**src/rtl/counter_4b_pkg.sv**
```systemverilog
// rtl/counter_4b_pkg.sv - mode constants, FSM encoding and step/wrap rules for the 4-bit mode counter
package counter_4b_pkg;

    localparam logic [1:0] MODE_UP    = 2'b00;
    localparam logic [1:0] MODE_DOWN  = 2'b01;
    localparam logic [1:0] MODE_DOWN3 = 2'b10;
    localparam logic [1:0] MODE_LOAD  = 2'b11;

    typedef enum logic [2:0] {
        S_IDLE  = 3'd0,
        S_LOAD  = 3'd1,
        S_LWAIT = 3'd2,
        S_RUN   = 3'd3,
        S_DONE  = 3'd4
    } state_t;

    function automatic logic [3:0] step(input logic [1:0] mode, input logic [3:0] q);
        case (mode)
            MODE_UP:    step = q + 4'd1;
            MODE_DOWN:  step = q - 4'd1;
            MODE_DOWN3: step = q - 4'd3;
            default:    step = q;
        endcase
    endfunction

    // True when stepping away from q crosses the 0/15 boundary.
    function automatic logic wrap_cond(input logic [1:0] mode, input logic [3:0] q);
        case (mode)
            MODE_UP:    wrap_cond = (q == 4'd15);
            MODE_DOWN:  wrap_cond = (q == 4'd0);
            MODE_DOWN3: wrap_cond = (q <= 4'd2);
            default:    wrap_cond = 1'b0;
        endcase
    endfunction

endpackage

```
**src/rtl/counter_4b_model.sv**
```systemverilog
// rtl/counter_4b_model.sv - expected-Q tracker; seeds one step past the load value, then advances per cycle
module counter_4b_model
    import counter_4b_pkg::*;
(
    input  logic       clk,
    input  logic       RESET,
    input  logic [1:0] mode,
    input  logic       seed_en,
    input  logic [3:0] seed_q,
    input  logic       adv_en,
    output logic [3:0] exp_q,
    output logic [3:0] exp_next,
    output logic       wrap
);

    assign exp_next = step(mode, exp_q);
    assign wrap     = wrap_cond(mode, exp_q);

    always_ff @(posedge clk) begin
        if (RESET) begin
            exp_q <= 4'd0;
        end else if (seed_en) begin
            exp_q <= step(mode, seed_q);
        end else if (adv_en) begin
            exp_q <= exp_next;
        end
    end

endmodule

```
**src/rtl/counter_4b_ctrl.sv**
```systemverilog
// rtl/counter_4b_ctrl.sv - command driver/checker for the 4-bit mode counter
// CTRL_ERR_HALT_EN: when defined, the first mismatch ends the command immediately.
module counter_4b_ctrl
    import counter_4b_pkg::*;
#(
    parameter int WRAP_W = 4
) (
    input  logic              clk,
    input  logic              RESET,
    input  logic              cmd_valid,
    output logic              cmd_ready,
    input  logic [1:0]        cmd_mode,
    input  logic [3:0]        cmd_data,
    input  logic [WRAP_W-1:0] cmd_wraps,
    input  logic [3:0]        ctr_q,
    input  logic              ctr_load,
    output logic              ENABLE,
    output logic [1:0]        MODO,
    output logic [3:0]        D,
    output logic              busy,
    output logic              done,
    output logic [WRAP_W-1:0] wrap_cnt,
    output logic              err
);

`ifdef CTRL_ERR_HALT_EN
    localparam bit HALT_ON_ERR = 1'b1;
`else
    localparam bit HALT_ON_ERR = 1'b0;
`endif

    // One extra bit so a zero wrap request can mean the full 2^WRAP_W.
    localparam logic [WRAP_W:0] FULL_RANGE = {1'b1, {WRAP_W{1'b0}}};

    state_t          state;
    logic [1:0]      mode_r;
    logic [3:0]      data_r;
    logic [WRAP_W:0] target_r;
    logic [WRAP_W:0] seen_r;
    logic [WRAP_W:0] seen_next;
    logic [3:0]      exp_q;
    logic [3:0]      exp_next;
    logic            wrap;
    logic            accept;
    logic            lwait_bad;
    logic            run_bad;
    logic            run_halt;
    logic            run_hit;

    counter_4b_model u_model (
        .clk      (clk),
        .RESET    (RESET),
        .mode     (mode_r),
        .seed_en  (state == S_LWAIT),
        .seed_q   (data_r),
        .adv_en   (state == S_RUN),
        .exp_q    (exp_q),
        .exp_next (exp_next),
        .wrap     (wrap)
    );

    assign cmd_ready = (state == S_IDLE);
    assign busy      = (state != S_IDLE);
    assign accept    = cmd_valid && cmd_ready;
    assign lwait_bad = !ctr_load || (ctr_q != data_r);
    assign run_bad   = ctr_load || (ctr_q != exp_q);
    assign run_halt  = HALT_ON_ERR && run_bad;
    assign seen_next = seen_r + 1'b1;
    assign run_hit   = wrap && (seen_next == target_r);
    assign wrap_cnt  = seen_r[WRAP_W] ? {WRAP_W{1'b1}} : seen_r[WRAP_W-1:0];

    always_ff @(posedge clk) begin
        if (RESET) begin
            state    <= S_IDLE;
            ENABLE   <= 1'b0;
            MODO     <= MODE_UP;
            D        <= 4'd0;
            done     <= 1'b0;
            err      <= 1'b0;
            seen_r   <= '0;
            mode_r   <= MODE_UP;
            data_r   <= 4'd0;
            target_r <= '0;
        end else begin
            done <= 1'b0;
            case (state)
                S_IDLE: begin
                    ENABLE <= 1'b0;
                    if (accept) begin
                        mode_r   <= cmd_mode;
                        data_r   <= cmd_data;
                        target_r <= (cmd_wraps == '0) ? FULL_RANGE : {1'b0, cmd_wraps};
                        err      <= 1'b0;
                        seen_r   <= '0;
                        ENABLE   <= 1'b1;
                        MODO     <= MODE_LOAD;
                        D        <= cmd_data;
                        state    <= S_LOAD;
                    end
                end
                // The counter must already see the run mode during LWAIT so that
                // its first step lands on the first RUN cycle.
                S_LOAD: begin
                    MODO  <= mode_r;
                    state <= S_LWAIT;
                end
                S_LWAIT: begin
                    if (lwait_bad) begin
                        err <= 1'b1;
                    end
                    if ((mode_r == MODE_LOAD) || (HALT_ON_ERR && lwait_bad)) begin
                        ENABLE <= 1'b0;
                        MODO   <= MODE_UP;
                        D      <= 4'd0;
                        done   <= 1'b1;
                        state  <= S_DONE;
                    end else begin
                        state <= S_RUN;
                    end
                end
                S_RUN: begin
                    if (run_bad) begin
                        err <= 1'b1;
                    end
                    if (wrap && !run_halt) begin
                        seen_r <= seen_next;
                    end
                    if (run_halt || run_hit) begin
                        ENABLE <= 1'b0;
                        MODO   <= MODE_UP;
                        D      <= 4'd0;
                        done   <= 1'b1;
                        state  <= S_DONE;
                    end
                end
                S_DONE: begin
                    state <= S_IDLE;
                end
                default: begin
                    state <= S_IDLE;
                end
            endcase
        end
    end

endmodule

```
**config.mk**
```make
export PLATFORM = sky130hd
export DESIGN_NAME = counter_4b_ctrl
export DESIGN_NICKNAME = d
export VERILOG_FILES = /design/src/rtl/counter_4b_pkg.sv /design/src/rtl/counter_4b_model.sv /design/src/rtl/counter_4b_ctrl.sv
export SDC_FILE = /design/constraint.sdc
export NUM_CORES = 1
export LEC_CHECK = 0
export BUFFER_PORTS_ARGS = -buffer_cell sky130_fd_sc_hd__buf_4
export CAP_MARGIN = 20
export CORE_MARGIN = 2
export CORE_UTILIZATION = 56
export DETAILED_ROUTE_END_ITERATION = 8
export PLACE_DENSITY_LB_ADDON = 0.12
export SYNTH_ARGS = -nofsm -noshare
export SYNTH_HDL_FRONTEND = slang
export SYNTH_SLANG_ARGS = --single-unit
export TNS_END_PERCENT = 1
```
**constraint.sdc**
```tcl
create_clock -name clk -period 2.9 [get_ports clk]
set_input_delay 0.145 -clock clk [delete_from_list [all_inputs] [get_ports clk]]
set_output_delay 0.145 -clock clk [all_outputs]
set_load 0.05 [all_outputs]
```
# Word level (Yosys, flattened, before mapping)
# Cells that the tools add are included.
[op_classes]
n_eq_ne = 16
addsub = 7
muxes = 33
n_reduce_logical = 23
magnitude_cmp = 1
[op_table]
columns = ["cell", "count"]
rows = [
  ["case mux 4 bit (3 select lines)", 3],
  ["two-way mux 4 bit", 6],
  ["two-way mux 5 bit", 3],
  ["case mux 3 bit (4 select lines)", 1],
  ["AND reduction 4 bit", 3],
  ["!= test 2 bit, second input constant", 5],
  ["case mux 5 bit (2 select lines)", 1],
  ["two-way mux 3 bit", 3],
  ["case mux 1 bit (3 select lines)", 3],
  ["adder 4 x 1 -> 4 bit, second input constant", 2],
  ["logical NOT 4 bit", 2],
  ["two-way mux 1 bit", 8],
  ["!= test 4 bit", 2],
  ["case mux 2 bit (4 select lines)", 1],
  ["nonzero test 4 bit", 2],
  ["subtractor 4 x 1 -> 4 bit, second input constant", 2],
  ["subtractor 4 x 2 -> 4 bit, second input constant", 2],
  ["equality test 3 x 2 -> 1 bit, second input constant", 2],
  ["two-way mux 2 bit", 3],
  ["AND reduction 2 bit", 3],
  ["AND reduction 3 bit", 2],
  ["nonzero test 3 bit", 2],
  ["adder 5 x 1 -> 5 bit, second input constant", 1],
  ["equality test 5 bit", 1],
  ["13 further kinds", 17],
]
[word_totals]
wordCells = 91
output_inout_bits = 15
in_bits = 18
reg_bits = 32

# Longest topological paths before layout
# Gate-level depths: netlist of the first run.
[depth]
ltp_word = 5
mapped_depth = 8
mapped_depth_nobuf = 8

# Cells and area by module
# A second synthesis of the first run with hierarchy kept.
[hier_totals]
hier_cells = 239
hier_area_um2 = 1981.9
[by_module_without_submodules]
columns = ["mod", "area_each_um2", "cells_each", "n_inst", "seq_area_each_um2"]
rows = [
  ["counter_4b_ctrl", 1432.6, 169, 1, 560.5],
  ["counter_4b_model", 549.3, 70, 1, 80.1],
]

# Worst setup path before layout of the first run
# Ideal clock, no wire load.
[synth_path]
kind = "register to register"
from = "register mode_r[0]"
to = "register u_model.exp_q[3]"
arrival_time_ns = 1.912
synth_period_minus_slack_ns = 2.027
stages_incl_launch_ff = 8
path_buffers = 0
t_required_ns = 2.785
slack_ns = 0.873
setup_time_ns = 0.115
path_cell_list = "dfxtp_1 -> inv_1 -> ha_1 -> ha_1 -> a21oi_1 -> mux2i_1 -> xor2_1 -> a2111oi_0"
[synth_between]
elab_chain_cells = 4
word_cells_on_any_way = 9
classes_between = "2 x eq/ne; 4 x mux; 3 x reduce/logical"
[synth_rtl]
columns = ["element", "line", "source"]
rows = [
  ["start, declared", "counter_4b_ctrl.sv:36", "logic [1:0] mode_r;"],
  ["start signal, assigned", "counter_4b_ctrl.sv:90", "mode_r <= cmd_mode;"],
  ["equality test 2 bit, or another cell as far along", "counter_4b_pkg.sv:18", "case (mode)"],
  ["case mux 4 bit (3 select lines)", "counter_4b_pkg.sv:18", ""],
  ["two-way mux 4 bit", "counter_4b_model.sv:24", "end else if (adv_en) begin"],
  ["two-way mux 4 bit", "counter_4b_model.sv:22", "end else if (seed_en) begin"],
  ["end signal, assigned", "counter_4b_model.sv:23", "exp_q <= step(mode, seed_q);"],
  ["end signal, assigned", "counter_4b_model.sv:25", "exp_q <= exp_next;"],
  ["end, declared", "counter_4b_model.sv:11", "output logic [3:0] exp_q,"],
]
# Parallel ways exist; a longest one is shown, timed or not. The select of a mux whose other input is x is not followed.
# A chain may end at the register's enable or synchronous reset.

# Worst setup path after layout of the first run
# Ends and elaborated chain as after synthesis.

==> impl_metrics.toml, run 1 <==
[clocking]
cts_resized = 0
h-tree-depth = 2
post-cts-setup-buffer-count = 0
cts_buffer_depth = 2
root_buffer = "clkbuf_4"
cts.clk_slew.worst_paths_ps = 110
cts_sinks = 32
worstSkewPairLatency_ps = 340
cts_hold_buffers = 0
cts_tree = "done"
cts_buffers = 5

[logic_synthesis]
yosys.area_share.adder_pct = 8.312
synth-seq-cells = 32
synth_area_leaders = "dfxtp_1 (32%), ha_1 (6.3%), nand2_1 (5.7%), a21oi_1 (5.5%), xnor2_1 (4.4%)"
synthXorXnorAreaFrac_pct = 9.572
synth.distinct_cells = 49
synth_area_per_cell_um2 = 8.177
synth_nets = 273
synth_top_family_by_area = "compound AO/OA/AOI/OAI gates"
syn_inst = 243
synth_common_cells = "dfxtp_1 (32), nand2_1 (30), a21oi_1 (22), nor2_1 (13)"
synth-compound-area-share_pct = 22.73
yosysSeqAreaShare_pct = 32.24
ys_warn_count = 0
async_flop_share_pct = 0
synth_top_area_share_pct = 32.24
syn_area_um2 = 1987
ys.flop_type = "dfxtp_1"
yosysTopAreaCell = "dfxtp_1"
yosys.area_share.simple_pct = 20.78
synth_edf_count = 0
yosysMostFrequentCell = "dfxtp_1"
synthMuxAreaShare_pct = 1.008

[worst_setup_path]
cp.arrival_ps = 2440
endpoint_kind = "flop"
path_class = "flop to flop"
required_ps = 3120
cp_max_fo = 7
cp-start-kind = "flop"

[global_route]
overflow = 0
grt_max_degree = 32
grt_pass1_vias = 1627
antenna_found_initial = 0
track_usage_pct = 24.61
grt_pass1_wl_um = 7797

[drt]
firstDrtPassIters = 4
drt_wl_total_um = 4672
wire_per_inst_um = 14.78
drt_iter0_drc = 244
vias = 1807
vias_per_cell = 5.718
ant_nets = 0
drcViolationCount = 0

[worst_hold_path]
hold_class = "input port to flop"

[cells_and_area]
area_growth_pct = 14.92
instances_no_fill = 316
nets = 299
drive_gt1_share_pct = 17.78
diodes = 0

[timing]
tns_ps = 0
fin_skew_ps = 9.632
period_share_pct = 76.46
slew-limit-headroom_pct = 63.92
finalCriticalPeriod_ps = 2217
hold_viol = 0
slew_viol_final = 0
fmax_mhz = 451.0
grt_setup_unrepaired = "no"
setup_viol = 0
worst_pin_slew_ps = 539.9

[outcome]
status = "finished clean"

[floorplanning]
die-height_um = 63.57
die_w_um = 63.57
ios = 33
die_area_um2 = 4041
core_region_area_um2 = 3363
initial_utilization_pct = 59.08
rows = 21

[placement]
place.gp.congestion = 0.8306
io_buffers = 32
dp_hpwl_um = 3406
placed_cells = 308

[run]
maxCapViolCount = 0

[power]
power_density_nw_per_um2 = 501.1
leakage_nw = 0.9669
ir_worst_vdd_mv = 0.4070
## flip-flops by register name, indices dropped and copies added (netlist names), 2 cells and up
signal,count
seen_r,5
target_r,5
D,4
data_r,4
u_model.exp_q,4
state,3
MODO,2
mode_r,2
## worst paths after layout
path | from | to | slack [ps] | depth (start not counted)
max | mode_r[0]$_SDFFE_PP0P_ | u_model.exp_q[3]$_SDFFE_PP0P_ | 680 | 7
min | cmd_wraps[0] | target_r[0]$_SDFFE_PP0P_ | 50 | 3
max reg2reg | mode_r[0]$_SDFFE_PP0P_ | u_model.exp_q[3]$_SDFFE_PP0P_ | 680 | 7
min reg2reg | target_r[1]$_SDFFE_PP0P_ | target_r[1]$_SDFFE_PP0P_ | 480 | 2
## where the power goes
part           internal (mW)  switching [mW]  leakage [nW]
Clock                 0.0930           0.164        0.0349
Sequential             0.476          0.0528         0.261
Combinational          0.141           0.217         0.670
## worst max-delay path, cell delays in order, from the launching register on
cell,delay (ps)
dfxtp_1,460
inv_1,100
ha_1,360
ha_1,330
a21oi_1,160
mux2i_1,250
xor2_1,90
a2111oi_0,370
## logic make-up after synthesis
kind of cell               after synthesis
adders and majority gates               12
AOI/OAI and AO/OA                       68
and+or+nand+nor                         83
muxes                                    2
DFF                                     32
xor gates and xnor gates                20
buffers and inverters                   26
## metrics by stage
step	power [mW]	instance area [µm²]	utilization (%)	hold slack (ps)	setup slack, ps
3_5_place_dp	0.8951	2227	66.22	409.5	648.4
2_1_floorplan	0.7948	1987	-	281.0	873.3
6_report	1.144	2283	67.89	48.20	682.5
5_1_grt	1.208	2283	67.89	39.35	348.0
4_1_cts	1.149	2283	67.89	42.49	663.9
3_3_place_gp	0.8881	2227	66.22	401.7	739.4
## cells in the final DEF (no fill, tap or decap), types with 5 or more instances in the layout
master / count
a21boi_0: 5
a21oi_1: 22
buf_4: 32
clkbuf_4: 5
dfxtp_1: 32
ha_1: 10
inv_1: 12
nand2_1: 30
nand3_1: 12
nor2_1: 13
o22ai_1: 6
xnor2_1: 10
xor2_1: 9
## layer usage
metal	track usage, %	routed length (µm)
met1	36.57	2243
met2	35.79	2093
met5	0	0
met3	4.286	264
met4	8.152	71
## cell type report
| type | instances | area, µm² |
|---|---|---|
| clock buffers | 5 | 37.54 |
| clock inverters | 3 | 18.77 |
| fillers | 312 | 1080 |
| inverters | 13 | 48.80 |
| multi-input cells | 185 | 1240 |
| flip-flops and latches | 32 | 640.6 |
| well taps | 46 | 57.56 |
| repair buffers | 32 | 240.2 |
Note: power is estimated with default switching activity, not from simulation.
==> run 2, diff against run 1 <==
--- a/config.mk
+++ b/config.mk
@@ -8,7 +8,7 @@
 export BUFFER_PORTS_ARGS = -buffer_cell sky130_fd_sc_hd__buf_4
 export CAP_MARGIN = 20
 export CORE_MARGIN = 2
-export CORE_UTILIZATION = 56
+export CORE_UTILIZATION = 50
 export DETAILED_ROUTE_END_ITERATION = 8
 export PLACE_DENSITY_LB_ADDON = 0.12
 export SYNTH_ARGS = -nofsm -noshare
==> constraint.sdc (replaced) <==
create_clock -name clk -period 2 [get_ports clk]
set_input_delay 0.1 -clock clk [delete_from_list [all_inputs] [get_ports clk]]
set_output_delay 0.1 -clock clk [all_outputs]
set_load 0.05 [all_outputs]
==> run 2 against run 1 <==
First-iteration DRC count down 45%. Combinational power up 74%. Sequential share of layout area down 2.8 points. Clock power up 140%. Highest routed layer unchanged. Worst hold slack better by 16 ps. Largest power group unchanged. Critical endpoint unchanged. Utilization up 0.12 points.
==> impl_metrics.toml, run 2 (synthesized netlist as in run 1, its figures left out) <==
[drt]
drt_wl_total_um = 5067
wire_per_inst_um = 15.04
vias_per_cell = 5.567
vias = 1876
firstDrtPassIters = 4
drt_iter0_drc = 135
drcViolationCount = 0
ant_nets = 0

[floorplanning]
rows = 22
initial_utilization_pct = 53.07
core_region_area_um2 = 3744
die-height_um = 67.04
die_area_um2 = 4494
ios = 33
die_w_um = 67.04

[timing]
fmax_mhz = 524.5
slew_viol_final = 0
hold_slack_ps = 63.71
hold_viol = 0
period_share_pct = 95.32
fin_skew_ps = 3.861
finalCriticalPeriod_ps = 1906
setup_ws_ps = 93.52
setup_viol = 0
slew-limit-headroom_pct = 58.60
worst_pin_slew_ps = 619.5

[cells_and_area]
layout_common_cells = "buf_4 (51), dfxtp_1 (30), nand2_1 (30), a21oi_1 (20), nor2_1 (13)"
reg_top3 = "seen_r x5, target_r x5"
nets = 318
drive_gt1_share_pct = 26.99
fill_cells = 328
diodes = 0
multi_input_area_um2 = 1300
area_growth_pct = 28.15
layout_commonest_cell = "buf_4"
seqCellArea_um2 = 643.1
final_util_pct = 68.01

[worst_setup_path]
crit_buf_inv = 1
cp_slowest_cell = "dfxtp_2"
cp.arrival_ps = 2100
required_ps = 2200
critPathTopFamily = "adder cells"
crit_chain = "inv_1 -> ha_4 -> ha_1 -> a21oi_2 -> mux2i_1 -> xor2_1 -> a2111oi_2"
cpPeakStageDelay_ps = 380
path_class = "flop to flop"
cp-start-kind = "flop"
endpoint_kind = "flop"
cp_max_fo = 4

[power]
p_int_mw = 1.322
leakage_nw = 1.084
power_density_nw_per_um2 = 786.1
clkPwrFrac_pct = 31.4
ir_worst_vdd_mv = 0.5031
power_mw = 2.002
p_seq_share_pct = 37.4
p_sw_share_pct = 33.94
p_sw_uw = 679.3
comb_power_share_pct = 31.2

[run]
maxCapViolCount = 0

[global_route]
overflow = 0
antenna_found_initial = 0
grt_pass1_vias = 1783
grt_pass1_wl_um = 8452
grt_max_degree = 32
track_usage_pct = 25.11

[clocking]
cts_tree = "done"
root_buffer = "clkbuf_8"
cts.clk_slew.worst_paths_ps = 70
cts_sinks = 32
cts_hold_buffers = 0
cts_buffer_depth = 2
h-tree-depth = 2
worstSkewPairLatency_ps = 290
cts_buffers = 5

[placement]
dp_hpwl_um = 3641
io_buffers = 32
pre_cts_ws_ps = -26.78
place.gp.congestion = 0.9175

[outcome]
status = "finished clean"

[worst_hold_path]
hold_class = "input port to flop"
==> run 2: changes by cell type in the layout (fill, tap and decap cells not counted), sizes merged <==
cell	change
buf	+19
clkinv	-2
bufinv	+1
clkinvlp	+1
==> run 2: final cells by class <==
type                    instances  area share [%]
multi-input cells             185           51.06
flip-flops and latches         32           25.26
repair buffers                 51           15.04
clock buffers                   5           2.703
well taps                      48           2.359
inverters                      13           1.916
clock inverters                 3           1.671
==> run 2: worst register-to-register path: stages (launching register included) <==
cell and delay [ps]:
dfxtp_2 380, inv_1 100, ha_4 270, ha_1 300
a21oi_2 140, mux2i_1 230, xor2_1 110, a2111oi_2 280
==> run 2: final timing paths <==
check | start | end | slack, ps | cells past startpoint
hold reg to reg | target_r[0]$_SDFFE_PP0P_ | target_r[0]$_SDFFE_PP0P_ | 480 | 2
hold / removal | cmd_wraps[0] | target_r[0]$_SDFFE_PP0P_ | 60 | 3
setup / recovery | mode_r[0]$_SDFFE_PP0P_ | u_model.exp_q[3]$_SDFFE_PP0P_ | 90 | 7
setup reg to reg | mode_r[0]$_SDFFE_PP0P_ | u_model.exp_q[3]$_SDFFE_PP0P_ | 90 | 7
==> run 2: metal layers <==
metal	part of all wire (%)	GRT usage, %	wire length, µm	vias to the layer above
met2	44	38.49	2247	57
li1	-	-	-	956
met5	0	0	0	-
met1	49	35.26	2471	855
met4	1.5	8.929	74	0
met3	5.4	4.054	273	8
==> run 2: what timing repair did <==
action                     CTS  global route
setup endpoints to repair    1             3
gates resized for setup      1            10
buffers inserted             0             0
pin swaps                    1             2
==> run 2: through the flow <==
stage | TNS [ps] | cell area (µm²) | cells
after global placement | 0 | 2375 | 329
after detailed placement | -26.78 | 2375 | 329
after CTS | 0 | 2490 | 337
after global routing | -67.58 | 2546 | 337
final | 0 | 2546 | 337
after floorplan | 0 | 1989 | 243
==> run 2: power groups by stage <==
| stage | clock network (mW) | logic (mW) | registers [mW] |
|---|---|---|---|
| after floorplan | 0 | 0.344 | 0.810 |
| after global placement | 0 | 0.580 | 0.759 |
| after detailed placement | 0 | 0.586 | 0.759 |
| after CTS | 0.638 | 0.592 | 0.745 |
| after global routing | 0.667 | 0.683 | 0.756 |
| final | 0.628 | 0.624 | 0.749 |
==> run 3, diff against run 2 <==
--- a/config.mk
+++ b/config.mk
@@ -8,7 +8,7 @@
 export BUFFER_PORTS_ARGS = -buffer_cell sky130_fd_sc_hd__buf_4
 export CAP_MARGIN = 20
 export CORE_MARGIN = 2
-export CORE_UTILIZATION = 50
+export CORE_UTILIZATION = 40
 export DETAILED_ROUTE_END_ITERATION = 8
 export PLACE_DENSITY_LB_ADDON = 0.12
 export SYNTH_ARGS = -nofsm -noshare
==> run 3 against run 2 <==
Via count is 1.5% higher. Final cell count is 6.5% higher. Cell area is 2.4% higher. Critical endpoint unchanged. Sequential share of layout area is 0.50 points lower. Sequential power is 0.7% higher. Wire length is 3.9% higher. Flip-flop and latch count stayed put. Die area is 23% higher. Clock power is 16% lower. Utilization is 13 points lower. Largest cell class unchanged. First-iteration DRC count is 29% higher.
==> impl_metrics.toml, run 3 (synthesized netlist as in run 1, its figures left out) <==
[cells_and_area]
area_growth_pct = 31.23
reg_top3 = "seen_r x5, target_r x5"
instances_no_fill = 359
drive_gt1_share_pct = 28.08
final_util_pct = 54.84
diodes = 0
layout_common_cells = "buf_4 (54), dfxtp_1 (30), nand2_1 (30), a21oi_1 (20), nor2_1 (13)"
nets = 321
layout_commonest_cell = "buf_4"

[clocking]
worstSkewPairLatency_ps = 280
h-tree-depth = 2
post-cts-setup-buffer-count = 0
root_buffer = "clkbuf_8"
cts.clk_slew.worst_paths_ps = 70
cts_buffer_depth = 2
cts_tree = "done"
cts_sinks = 32
cts_buffers = 5

[timing]
period_share_pct = 95.94
fin_skew_ps = 4.343
setup_viol = 0
fmax_mhz = 521.2
grt_setup_unrepaired = "yes"
slew-limit-headroom_pct = 72.52
tns_ps = 0
hold_viol = 0
hold_slack_ps = 77.31
finalCriticalPeriod_ps = 1919
worst_pin_slew_ps = 406.4
slew_viol_final = 0

[worst_setup_path]
r2r_cells = 8
cp_slowest_cell = "dfxtp_2"
crit_chain = "inv_4 -> ha_4 -> ha_1 -> a21o_1 -> a211o_1 -> o211ai_1 -> a31oi_1 -> a2111oi_2"
cp_max_fo = 3
reg2reg_from = "mode_r[1]$_SDFFE_PP0P_"
cpPeakStageDelay_ps = 350
r2r_slack_ps = 80
worstSetupEndpoint = "u_model.exp_q[3]$_SDFFE_PP0P_"
crit_start = "mode_r[1]$_SDFFE_PP0P_"
regToRegEndpoint = "u_model.exp_q[3]$_SDFFE_PP0P_"
endpoint_kind = "flop"
cp-start-kind = "flop"
path_class = "flop to flop"
cp.arrival_ps = 2100
required_ps = 2180

[drt]
drt_iter0_drc = 174
vias_per_cell = 5.304
drt_wl_total_um = 5266
ant_nets = 0
wire_per_inst_um = 14.67
drcViolationCount = 0
vias = 1904
firstDrtPassIters = 4

[global_route]
antenna_found_initial = 0
track_usage_pct = 20.22
overflow = 0
grt_pass1_wl_um = 8597
grt_max_degree = 32
grt_pass1_vias = 1695

[floorplanning]
core_region_area_um2 = 4755
die_area_um2 = 5547
rows = 25
die_w_um = 74.48
ios = 33
initial_utilization_pct = 41.79
die-height_um = 74.48

[worst_hold_path]
hold_class = "input port to flop"

[power]
power_mw = 1.931
ir_worst_vdd_mv = 0.3931
power_density_nw_per_um2 = 740.7
leakage_nw = 1.084

[run]
maxCapViolCount = 0

[placement]
place.gp.congestion = 0.9259
dp_hpwl_um = 3821
placed_cells = 351
io_buffers = 32

[outcome]
status = "finished clean"
-- run 3: per-layer routing --
layer | vias to the layer above | track usage [%] | routed length (µm)
li1 | 961 | - | -
met1 | 884 | 31.04 | 2605
met2 | 57 | 28.61 | 2325
met3 | 2 | 4.065 | 303
met4 | 0 | 5.357 | 32
met5 | - | 0 | 0
-- run 3: report_power, final --
part	switching, mW	internal (mW)
registers	0.0628	0.691
logic	0.368	0.280
clock network	0.250	0.280
total	0.680	1.25
-- run 3: metrics by stage --
step                setup slack [ps]  instance area [µm²]
CTS                            4.772                 2521
global route                  -10.65                 2608
detailed placement            -24.33                 2421
global placement               39.15                 2421
floorplan                      36.93                 1989
finish                         81.25                 2608
-- run 3: timing repair --
item,in CTS,in global routing
hold buffers,0,0
gates resized for setup,2,14
setup endpoints to repair,1,2
pin swaps,1,9
-- run 3: how the worst min path moves through the flow --
stage / start / endpoint / slack, ps / cells after the start
6_report: cmd_wraps[1] / target_r[1]$_SDFFE_PP0P_ / 80 / 3
5_1_grt: cmd_wraps[1] / target_r[1]$_SDFFE_PP0P_ / 90 / 3
4_1_cts: cmd_mode[1] / mode_r[1]$_SDFFE_PP0P_ / 70 / 3
3_5_place_dp: cmd_wraps[1] / target_r[1]$_SDFFE_PP0P_ / 370 / 3
3_3_place_gp: cmd_wraps[2] / target_r[2]$_SDFFE_PP0P_ / 360 / 3
2_1_floorplan: cmd_mode[1] / mode_r[1]$_SDFFE_PP0P_ / 230 / 2
-- run 3: layout make-up --
class	count	area, µm²
well taps	67	83.83
clock buffers	7	86.33
multi-input cells	185	1328
fillers	470	2147
flip-flops and latches	32	645.6
inverters	13	51.30
repair buffers	54	405.4
clock inverters	1	7.507
-- run 3: critical path: cells and delay by family, from the launching register on --
family / cells / cell delay [ps]
flops: 1 / 350
buf+inv: 1 / 50
fa+ha+maj: 2 / 460
compound gates: 5 / 970
